$ cat config.mk
export PLATFORM = sky130hd
export DESIGN_NAME = uart_sort_ctrl
export DESIGN_NICKNAME = d
export VERILOG_FILES = /design/src/rtl/uart_sort_ctrl.sv
export SDC_FILE = /design/constraint.sdc
export NUM_CORES = 1
export LEC_CHECK = 0
export ABC_AREA = 1
export CAP_MARGIN = 10
export CORE_MARGIN = 2
export CORE_UTILIZATION = 50
export DETAILED_ROUTE_END_ITERATION = 7
export PLACE_DENSITY_LB_ADDON = 0.1
export SLEW_MARGIN = 20
export SYNTH_ARGS = -nofsm -noshare
export SYNTH_HDL_FRONTEND = slang
export SYNTH_SLANG_ARGS = --single-unit
$ cat constraint.sdc
create_clock -name i_clock -period 2.2 [get_ports i_clock]
set_input_delay 0.66 -clock i_clock [delete_from_list [all_inputs] [get_ports i_clock]]
set_output_delay 0.66 -clock i_clock [all_outputs]
set_load 0.01 [all_outputs]
$ cat src/rtl/uart_sort_ctrl.sv
// ---------------------------------------------------------------------------
// uart_sort_ctrl
//
// Frame sequencer sitting between a UART receiver, a bubble-sort engine and a
// UART transmitter.  A frame is a length byte L (1..MAX_LEN) followed by L
// data bytes.  The bytes are collected into an internal buffer, handed to the
// sorter, and the sorted result is streamed back out through the transmitter
// one byte at a time.  Malformed lengths, inter-byte timeouts and bytes that
// arrive while a frame is still being processed are reported on o_Err.
//
// Ports
//   i_clock, i_reset         clock, synchronous active-high reset
//   i_Rx_DV, i_Rx_byte       receiver byte-valid pulse and byte
//   o_Sort_start             one-cycle sorter launch pulse
//   o_Sort_len, o_Sort_data  entry count and packed buffer (entry k = [8k+7:8k])
//   i_Sort_done, i_Sort_data sorter completion pulse and packed sorted result
//   o_Tx_DV, o_Tx_byte       transmit request pulse and byte (byte is held)
//   i_Tx_active, i_Tx_done   transmitter busy level and per-byte done pulse
//   o_Busy                   high whenever the sequencer is not idle
//   o_Frame_done             one-cycle pulse after the last byte is sent
//   o_Err, o_Err_code        error pulse; code 01 length, 10 timeout,
//                            11 overrun (code holds its last value)
// ---------------------------------------------------------------------------
module uart_sort_ctrl #(
  parameter int MAX_LEN      = 8,
  parameter int TIMEOUT_CLKS = 5700
) (
  input  logic                 i_clock,
  input  logic                 i_reset,
  input  logic                 i_Rx_DV,
  input  logic [7:0]           i_Rx_byte,
  output logic                 o_Sort_start,
  output logic [3:0]           o_Sort_len,
  output logic [8*MAX_LEN-1:0] o_Sort_data,
  input  logic                 i_Sort_done,
  input  logic [8*MAX_LEN-1:0] i_Sort_data,
  output logic                 o_Tx_DV,
  output logic [7:0]           o_Tx_byte,
  input  logic                 i_Tx_active,
  input  logic                 i_Tx_done,
  output logic                 o_Busy,
  output logic                 o_Frame_done,
  output logic                 o_Err,
  output logic [1:0]           o_Err_code
);

  typedef enum logic [2:0] {
    IDLE,
    RX_DATA,
    SORT_START,
    SORT_WAIT,
    TX_SEND,
    TX_WAIT,
    DONE
  } state_e;

  localparam logic [1:0]  ERR_LEN     = 2'b01;
  localparam logic [1:0]  ERR_TIMEOUT = 2'b10;
  localparam logic [1:0]  ERR_OVERRUN = 2'b11;
  localparam logic [15:0] TMO_LAST    = 16'(TIMEOUT_CLKS - 1);
  localparam logic [7:0]  MAX_LEN_B   = 8'(MAX_LEN);

  state_e      state_q, state_d;
  logic [3:0]  len_q, len_d;
  logic [3:0]  idx_q, idx_d;
  logic [3:0]  tx_idx_q, tx_idx_d;
  logic [15:0] tmo_q, tmo_d;
  logic [7:0]  buf_q [MAX_LEN];
  logic [7:0]  buf_d [MAX_LEN];
  logic        sort_start_q, sort_start_d;
  logic        tx_dv_q, tx_dv_d;
  logic [7:0]  tx_byte_q, tx_byte_d;
  logic        busy_q, busy_d;
  logic        frame_done_q, frame_done_d;
  logic        err_q, err_d;
  logic [1:0]  err_code_q, err_code_d;

  always_comb begin
    // NOTE: every signal gets its hold/idle value first, so no path through
    // the case statement below can leave one unassigned and infer a latch.
    state_d      = state_q;
    len_d        = len_q;
    idx_d        = idx_q;
    tx_idx_d     = tx_idx_q;
    tmo_d        = tmo_q;
    buf_d        = buf_q;
    tx_byte_d    = tx_byte_q;
    err_code_d   = err_code_q;
    tx_dv_d      = 1'b0;
    err_d        = 1'b0;

    case (state_q)
      IDLE: begin
        if (i_Rx_DV) begin
          if ((i_Rx_byte != 8'd0) && (i_Rx_byte <= MAX_LEN_B)) begin
            len_d = i_Rx_byte[3:0];
            for (int k = 0; k < MAX_LEN; k++) buf_d[k] = 8'd0;
            idx_d   = 4'd0;
            tmo_d   = 16'd0;
            state_d = RX_DATA;
          end else begin
            err_d      = 1'b1;
            err_code_d = ERR_LEN;
          end
        end
      end

      RX_DATA: begin
        // A byte on the very cycle the timeout would fire wins over the
        // timeout, because the byte branch is checked first.
        if (i_Rx_DV) begin
          for (int k = 0; k < MAX_LEN; k++) begin
            if (4'(k) == idx_q) buf_d[k] = i_Rx_byte;
          end
          idx_d = idx_q + 4'd1;
          tmo_d = 16'd0;
          if (idx_q == len_q - 4'd1) state_d = SORT_START;
        end else if (tmo_q == TMO_LAST) begin
          err_d      = 1'b1;
          err_code_d = ERR_TIMEOUT;
          len_d      = 4'd0;
          for (int k = 0; k < MAX_LEN; k++) buf_d[k] = 8'd0;
          state_d    = IDLE;
        end else begin
          tmo_d = tmo_q + 16'd1;
        end
      end

      SORT_START: state_d = SORT_WAIT;

      SORT_WAIT: begin
        if (i_Sort_done) begin
          // Entries beyond L are forced to zero whatever the sorter returns.
          for (int k = 0; k < MAX_LEN; k++) begin
            buf_d[k] = (4'(k) < len_q) ? i_Sort_data[8*k +: 8] : 8'd0;
          end
          tx_idx_d = 4'd0;
          // Issuing the first byte straight from here keeps the first
          // o_Tx_DV one cycle after i_Sort_done when the transmitter is idle.
          if (!i_Tx_active) begin
            tx_dv_d   = 1'b1;
            tx_byte_d = buf_d[0];
            state_d   = TX_WAIT;
          end else begin
            state_d = TX_SEND;
          end
        end
      end

      TX_SEND: begin
        if (!i_Tx_active) begin
          tx_dv_d = 1'b1;
          for (int k = 0; k < MAX_LEN; k++) begin
            if (4'(k) == tx_idx_q) tx_byte_d = buf_q[k];
          end
          state_d = TX_WAIT;
        end
      end

      TX_WAIT: begin
        if (i_Tx_done) begin
          if (tx_idx_q == len_q - 4'd1) begin
            state_d = DONE;
          end else begin
            tx_idx_d = tx_idx_q + 4'd1;
            state_d  = TX_SEND;
          end
        end
      end

      DONE: state_d = IDLE;

      default: state_d = IDLE;
    endcase

    // Bytes arriving while a frame is in flight are dropped and flagged;
    // the frame itself carries on untouched.
    if (i_Rx_DV && (state_q inside {SORT_START, SORT_WAIT, TX_SEND, TX_WAIT, DONE})) begin
      err_d      = 1'b1;
      err_code_d = ERR_OVERRUN;
    end

    // Level/pulse outputs registered alongside the state they describe.
    sort_start_d = (state_d == SORT_START);
    frame_done_d = (state_d == DONE);
    busy_d       = (state_d != IDLE);
  end

  always_ff @(posedge i_clock) begin
    if (i_reset) begin
      state_q      <= IDLE;
      len_q        <= 4'd0;
      idx_q        <= 4'd0;
      tx_idx_q     <= 4'd0;
      tmo_q        <= 16'd0;
      // NOTE: the buffer is visible on o_Sort_data, so unlike a hidden RAM it
      // must be reset to read back as zero.
      for (int k = 0; k < MAX_LEN; k++) buf_q[k] <= 8'd0;
      sort_start_q <= 1'b0;
      tx_dv_q      <= 1'b0;
      tx_byte_q    <= 8'd0;
      busy_q       <= 1'b0;
      frame_done_q <= 1'b0;
      err_q        <= 1'b0;
      err_code_q   <= 2'b00;
    end else begin
      // NOTE: non-blocking assignments so every flop samples the pre-edge
      // values; blocking here would chain registers within one edge.
      state_q      <= state_d;
      len_q        <= len_d;
      idx_q        <= idx_d;
      tx_idx_q     <= tx_idx_d;
      tmo_q        <= tmo_d;
      buf_q        <= buf_d;
      sort_start_q <= sort_start_d;
      tx_dv_q      <= tx_dv_d;
      tx_byte_q    <= tx_byte_d;
      busy_q       <= busy_d;
      frame_done_q <= frame_done_d;
      err_q        <= err_d;
      err_code_q   <= err_code_d;
    end
  end

  assign o_Sort_start = sort_start_q;
  assign o_Sort_len   = len_q;
  assign o_Tx_DV      = tx_dv_q;
  assign o_Tx_byte    = tx_byte_q;
  assign o_Busy       = busy_q;
  assign o_Frame_done = frame_done_q;
  assign o_Err        = err_q;
  assign o_Err_code   = err_code_q;

  for (genvar g = 0; g < MAX_LEN; g++) begin : g_pack
    assign o_Sort_data[8*g +: 8] = buf_q[g];
  end

endmodule

==> results.cfg, run 1 <==
[timing]
post-route-period-util_pct = 95.71
worst_pin_slew_ns = 0.4276
hold_ws_ns = 0.4855
hold_viol_final = 0
timing.slew.headroom_pct = 71.46
rsz0062_at_grt = no
setup_viol = 0
fin_crit_ns = 2.106
clock_skew_ns = 0.009239
fmax_ghz = 0.4749
postLayoutSetupSlackWorst_ns = 0.09448
drv_slew = 0

[setup_path]
startpoint_type = register
ff2ff_path_depth = 12
cp-end-kind = output pin
cp_data_required_time_ns = 1.54
crit_arrival_ns = 1.45
critical_path_class = reg2out
cp.depth = 1
critical_path.max_fanout = 5
max_stage_delay_ns = 0.60
cp_top_family = buffers and inverters
crit_buf_inv = 1
worstPathCellList = clkdlybuf4s50_1
slowest_stage = clkdlybuf4s50_1

[synth]
yosys-top-cells-area = dfxtp_1 (34%), nand2_1 (11%), a21oi_1 (7.8%)
synth_cell_types = 41
synthCells = 976
yosys.area.top_type = dfxtp_1
synth_seq_area_share_pct = 34.17
synthesis.nets = 1070
synth_seq_cells = 110
netlist.area_leader.share_pct = 34.17
syn_area_per_cell_um2 = 6.603
syn_area_um2 = 6445
ys_warn_count = 0

[clocking]
hold_buffers = 0
clkTransAtPathRegs_ns = 0.07
htreeDepth = 3
clock-sinks = 110
cts_tree = done
cts-root-buf = clkbuf_16
worst_skew_pair.late_latency_ns = 0.37
cts_buffers = 9
cts_buffer_depth = 2

[power]
p_per_area_nw_per_um2 = 453.0
ir_worst_vdd_uv = 364.9
leakage_nw = 3.946
total_power_w = 0.004150

[floorplan]
die_h_um = 117.5
die_x_um = 117.5
start_util_pct = 51.07
core_area_um2 = 12620
placementRows = 41
io_pins = 161
dieArea_um2 = 13810

[run_status]
status = completed

[routing]
remaining_drc_errors = 0
drt_iter0_markers = 852
wl_mm = 22.57
ant_nets = 0
drt-pass1-iter-count = 5
vias = 7418
vias_per_cell = 5.399
routedWlPerCell_um = 16.42

[cells_and_area]
antennaDiodeCount = 0
fillers = 1088
layout.nets = 1291
area_delta_synth_final_pct = 42.13
stdcell_area_um2 = 9160
drive_gt1_share_pct = 14.06
utilization_pct = 72.59

[global_route]
grt_max_degree = 28
gr-total-overflow = 0
grt_pass1_vias = 6776
grtUsageTotal_pct = 31.99
grt_first_pass_wirelength_mm = 35.30
antenna_found_initial = 0

[placement]
gp_congestion = 0.9643
dpl_cell_area_um2 = 8740
io_buffers = 160
pre_cts_slack_ns = -0.4900
hpwl_mm = 17.03

[min_path]
whs_path_depth = 2
hp-class = reg2reg

[run]
cap_viol_max_count = 0
==> path summary, 6_finish.rpt <==
kind,endpoint,from,slack [ns]
setup / recovery,o_Sort_len[3],o_Sort_len[3]$_SDFFE_PP0P_,0.09
hold / removal,o_Sort_data[7]$_SDFFE_PP0P_,o_Sort_data[7]$_SDFFE_PP0P_,0.49
setup reg to reg,o_Tx_byte[4]$_SDFFE_PP0P_,tx_idx_q[3]$_SDFFE_PP0P_,0.20
hold reg to reg,o_Sort_data[7]$_SDFFE_PP0P_,o_Sort_data[7]$_SDFFE_PP0P_,0.49
==> metal layers <==
layer	GRT usage, %	up-vias	part of all wire, %
li1	-	3646	-
met2	51.90	373	46
met4	14.31	0	4.3
met5	0	-	0
met3	4.942	59	8.3
met1	42.15	3340	42
==> stage by stage <==
stage	setup TNS (ns)	cells
2_1_floorplan	0	976
3_3_place_gp	-30.04	1350
3_5_place_dp	-32.54	1350
4_1_cts	0	1369
5_1_grt	0	1374
6_report	0	1374
==> sequential cells by signal (all words and copies together) (netlist names) <==
name / count
o_Sort_len: 4
o_Sort_start: 1
o_Tx_DV: 1
state_q: 3
o_Tx_byte: 8
idx_q: 4
tmo_q: 16
o_Busy: 1
o_Err_code: 2
tx_idx_q: 4
o_Err: 1
o_Frame_done: 1
o_Sort_data: 64
==> logic make-up after synthesis <==
logic type               count (synthesis)  share of synthesized area, %
XOR/XNOR                                13                         1.767
AO/OA/AOI/OAI                          228                         18.54
adder cells (fa/ha/maj)                 16                         3.106
buffers and inverters                  146                         9.435
flip-flops                             110                         34.17
AND/OR/NAND/NOR                        463                         32.98
==> power by group <==
part	leakage (nW)	internal [W]	total, W	switching, W
registers	0.890	0.00203	0.00206	0.0000349
clock network	0.138	0.000797	0.00159	0.000794
logic	2.92	0.000274	0.000495	0.000221
total	3.95	0.00310	0.00415	0.00105
==> cells in the final DEF, fill, tap and decap left out, drive strengths merged, types with 8 or more instances in the layout <==
cell and n:
nand2 195, clkdlybuf4s50 151, nor2 141, inv 111
dfxtp 110, a21oi 105, o21ai 103, buf 82
nand3 80, nor3 18, ha 16, xor2 12
a31oi 12, or2 12, clkbuf 11, nand4 8
nand3b 8, dlymetal6s2s 8
==> timing repair <==
item / 4_1_cts / 5_1_grt
pin swaps: 3 / 7
gates resized for setup: 1 / 20
endpoints found under the setup margin: 67 / 88
buffers inserted: 1 / 4
cloned: 2 / 1
==> area by class of cell <==
cell class / count / area, um^2 / share of cell area [%]
repair buffers: 242 / 2370 / 25.87
multi-input cells: 722 / 3675 / 40.12
clock buffers: 10 / 239.0 / 2.609
inverters: 112 / 420.4 / 4.590
clock inverters: 6 / 36.28 / 0.3961
flip-flops and latches: 110 / 2205 / 24.07
well taps: 172 / 215.2 / 2.349
==> Yosys cell counts, drive strengths merged <==
| cell | number |
|---|---|
| nor2 | 139 |
| nor3b | 1 |
| a21oi | 105 |
| o21a | 2 |
| a31o | 1 |
| nand4 | 8 |
| dfxtp | 110 |
| clkbuf | 15 |
| nand3 | 80 |
| nor3 | 18 |
| nand3b | 8 |
| o211ai | 1 |
| a31oi | 12 |
| o21ai | 103 |
| nor4 | 1 |
| or2 | 12 |
| xor2 | 12 |
| nand2 | 195 |
| inv | 110 |
| a211oi | 3 |
| o22ai | 1 |
| and3 | 1 |
| clkinv | 2 |
| xnor2 | 1 |
| ha | 16 |
| buf | 19 |
Power figures use the tool's default switching activity.
==> run 2, diff against run 1 <==
- CAP_MARGIN: 10 -> not set
==> results of run 2 <==
The final DEF is identical to that of run 1; final timing and power are the same.
